## src/rtl/aes_byte_buf.sv

```systemverilog
// rtl/aes_byte_buf.sv - 128-bit buffer with indexed byte write and synchronous clear
module aes_byte_buf (
  input  logic         clk,
  input  logic         rst,
  input  logic         we,
  input  logic [3:0]   idx,
  input  logic [7:0]   wdata,
  input  logic         clr,
  output logic [127:0] q
);

  always_ff @(posedge clk or posedge rst) begin
    if (rst) begin
      q <= '0;
    end else if (clr) begin
      q <= '0;
    end else if (we) begin
      q[{~idx, 3'b000} +: 8] <= wdata;
    end
  end

endmodule

```

## config.mk

```make
export PLATFORM = sky130hd
export DESIGN_NAME = aes_byte_buf
export DESIGN_NICKNAME = d
export VERILOG_FILES = /design/src/rtl/aes_byte_buf.sv
export SDC_FILE = /design/constraint.sdc
export NUM_CORES = 1
export LEC_CHECK = 0
export ABC_AREA = 1
export CORE_UTILIZATION = 25
export DETAILED_ROUTE_END_ITERATION = 8
export PLACE_DENSITY_LB_ADDON = 0.3
export SETUP_SLACK_MARGIN = 0.5
export SYNTH_ARGS = -nofsm -noshare
export SYNTH_HDL_FRONTEND = slang
export SYNTH_SLANG_ARGS = --single-unit
```

## constraint.sdc

```tcl
create_clock -name clk -period 12.8 [get_ports clk]
set_clock_uncertainty 0.1 [all_clocks]
set_input_delay 2.56 -clock clk [delete_from_list [all_inputs] [get_ports clk]]
set_output_delay 2.56 -clock clk [all_outputs]
set_load 0.01 [all_outputs]
```

==> impl_metrics.ini <==
[status]
status = finished clean

[clocking]
h-tree-depth = 4
cts_inserted_buffers = 17
clkSinkCount = 128
post-cts-setup-buffers = 0
clkTransAtPathRegs_ns = 0.05
cts_tree = done
postCtsHoldBufs = 0
root_buffer = clkbuf_16
cts.repair.resized = 0
cts_buffer_depth = 2
clk_latency_ns = 0.41

[critical_path]
endpoint_kind = flop
r2r_end = q[89]
path_class = primary input to flop
rrSetupSlack_ns = 11.96
reg2reg_from = q[89]
crit_path_start = clr
rr_worst_depth = 2
cp_max_fo = 66
cp.arrival_ns = 5.87
crit_path_start_kind = primary input
cp-endpoint = q[31]
worstPathRequired_ns = 13.03

[floorplan]
initial_core_util_pct = 25.5
num_rows = 55
die_h_um = 154
dieArea_sq_um = 23600
core_area_sq_um = 22600
die_x_um = 154
io_pins = 144

[route]
drt-initial-drc-count = 377
vias_per_cell = 4.69
drt_wl_total_mm = 18.7
vias = 5124
drtPass1Iterations = 5
wire_per_inst_um = 17.1
drc_errors = 0
antenna_left = 0

[global_route]
first_global_vias = 4922
grt_usage_pct = 16.0
grt_max_degree = 81
antenna_found_initial = 1
gr-total-overflow = 0
grt_pass1_wl_mm = 28.7

[power_and_ir_drop]
pwr_density_cell_nw_per_um2 = 120
peakVddDrop_uv = 79.5
p_leak_uw = 0.00372

[sta]
rsz0062_at_grt = false
max_freq_mhz = 177
setup_tns_ns = 0
finalCriticalPeriod_ns = 5.64
setup_viol = 0
hold_viol_final = 0
slew_headroom_pct = 30.4
whs_ns = 0.395
finalCritPeriodShare_pct = 44.1
drv_slew = 0
tightestPinTransition_ns = 1.04

[synth]
synth_area_sq_um = 5750
synth.distinct_cells = 27
syn_avg_cell_area_sq_um = 8.77
async_reset_ff_share_pct = 100
ys_seq_elements = 128
syn-num-nets = 675
yosys_warnings = 0
synth_edf_count = 0
ys.flop_type = dfrtp_1
synth_cells = 656
yosysSeqAreaShare_pct = 55.7

[cells_and_area]
drive_above_1_share_pct = 9.55
instances_no_fill = 1092
final_util_pct = 35.6
fin_area_sq_um = 8030
nNetsFinal = 815
areaGrowthSynthToFinish_pct = 39.5
top_regs = q (128)
largest-register = q
largest_reg_flops = 128

[place]
hpwl_mm = 13.2
dp.cells = 1062
gp_congestion = 0.799
dpl_cell_area_sq_um = 7450
io_buffers = 143

[hold_path]
min_path_type = flop to flop

[job]
maxCapViolCount = 0
-- cells in the mapped netlist (4+ instances only) --
library cell | count | area share [%]
nand3_1 | 154 | 13
nand2_1 | 163 | 11
o21ai_1 | 9 | 0.78
buf_2 | 6 | 0.52
dfrtp_1 | 128 | 56
nand2_2 | 9 | 0.98
inv_1 | 37 | 2.4
clkbuf_1 | 12 | 0.78
buf_1 | 4 | 0.26
nor2_2 | 6 | 0.65
nor2_1 | 30 | 2.0
nor3_2 | 12 | 2.1
o21ai_0 | 39 | 3.4
inv_2 | 7 | 0.46
nand4_1 | 19 | 2.1
-- cell usage in the layout, fill, tap and decap left out, types with 9 or more instances in the layout --
master / instances
clkbuf_16: 17
clkdlybuf4s50_1: 143
dfrtp_1: 128
inv_1: 35
nand2_1: 163
nand2_2: 9
nand3_1: 154
nand4_1: 19
nor2_1: 30
nor3_2: 12
o21ai_0: 39
o21ai_1: 9
-- kinds of logic (layout without fill, tap and decap cells) --
| kind of cell | after synthesis | count (layout) | synth area share (%) |
|---|---|---|---|
| fa+ha+maj | 3 | 3 | 0.652 |
| flops | 128 | 128 | 55.7 |
| other cells | 0 | 1 | 0 |
| compound gates | 48 | 48 | 4.17 |
| simple gates | 407 | 407 | 34.6 |
| buf+inv | 70 | 220 | 4.94 |
-- through the flow --
step | setup WS (ns) | total power, uW
finish | 7.16 | 962
global route | 6.89 | 996
CTS | 7.19 | 972
detailed placement | 6.76 | 493
global placement | 6.86 | 494
floorplan | 6.73 | 464
-- power breakdown --
group          total [uW]  switching, uW  internal (uW)
combinational        75.3           56.9           18.4
sequential            410           2.08            408
clock                 477            174            303
-- cell type report --
type                       instances  area (sq um)
multi-input combinational        458          2270
fill                            2311         14500
inverter                          46           179
timing repair buffer             145          1450
antenna                            1          2.50
clock buffer                      23           488
tap                              285           357
sequential                       128          3200
clock inverter                     6          82.6
-- per-layer routing --
metal | up-vias | global-route usage (%) | routed length, um
met1 | 2454 | 20.4 | 8250
met5 | - | 0 | 0
met3 | 23 | 4.59 | 1230
met4 | 0 | 5.14 | 300
met2 | 171 | 26.1 | 8870
li1 | 2476 | - | -
-- critical path, cell delays in order --
cell and delay, ns:
clkdlybuf4s50_1 0.79, clkinv_2 0.85, nand2_1 0.72, nand2_1 0.35, nor2_1 0.30, nand2_1 0.10
o21ai_0 0.19
-- worst min-delay path by stage --
stage | from | to | slack, ns | depth (start not counted)
detailed placement | q[53] | q[53] | 0.39 | 2
floorplan | q[70] | q[70] | 0.43 | 2
CTS | q[53] | q[53] | 0.40 | 2
global placement | q[34] | q[34] | 0.38 | 2
finish | q[53] | q[53] | 0.40 | 2
global route | q[53] | q[53] | 0.42 | 2
No activity file was read; power rests on OpenSTA's default activity.
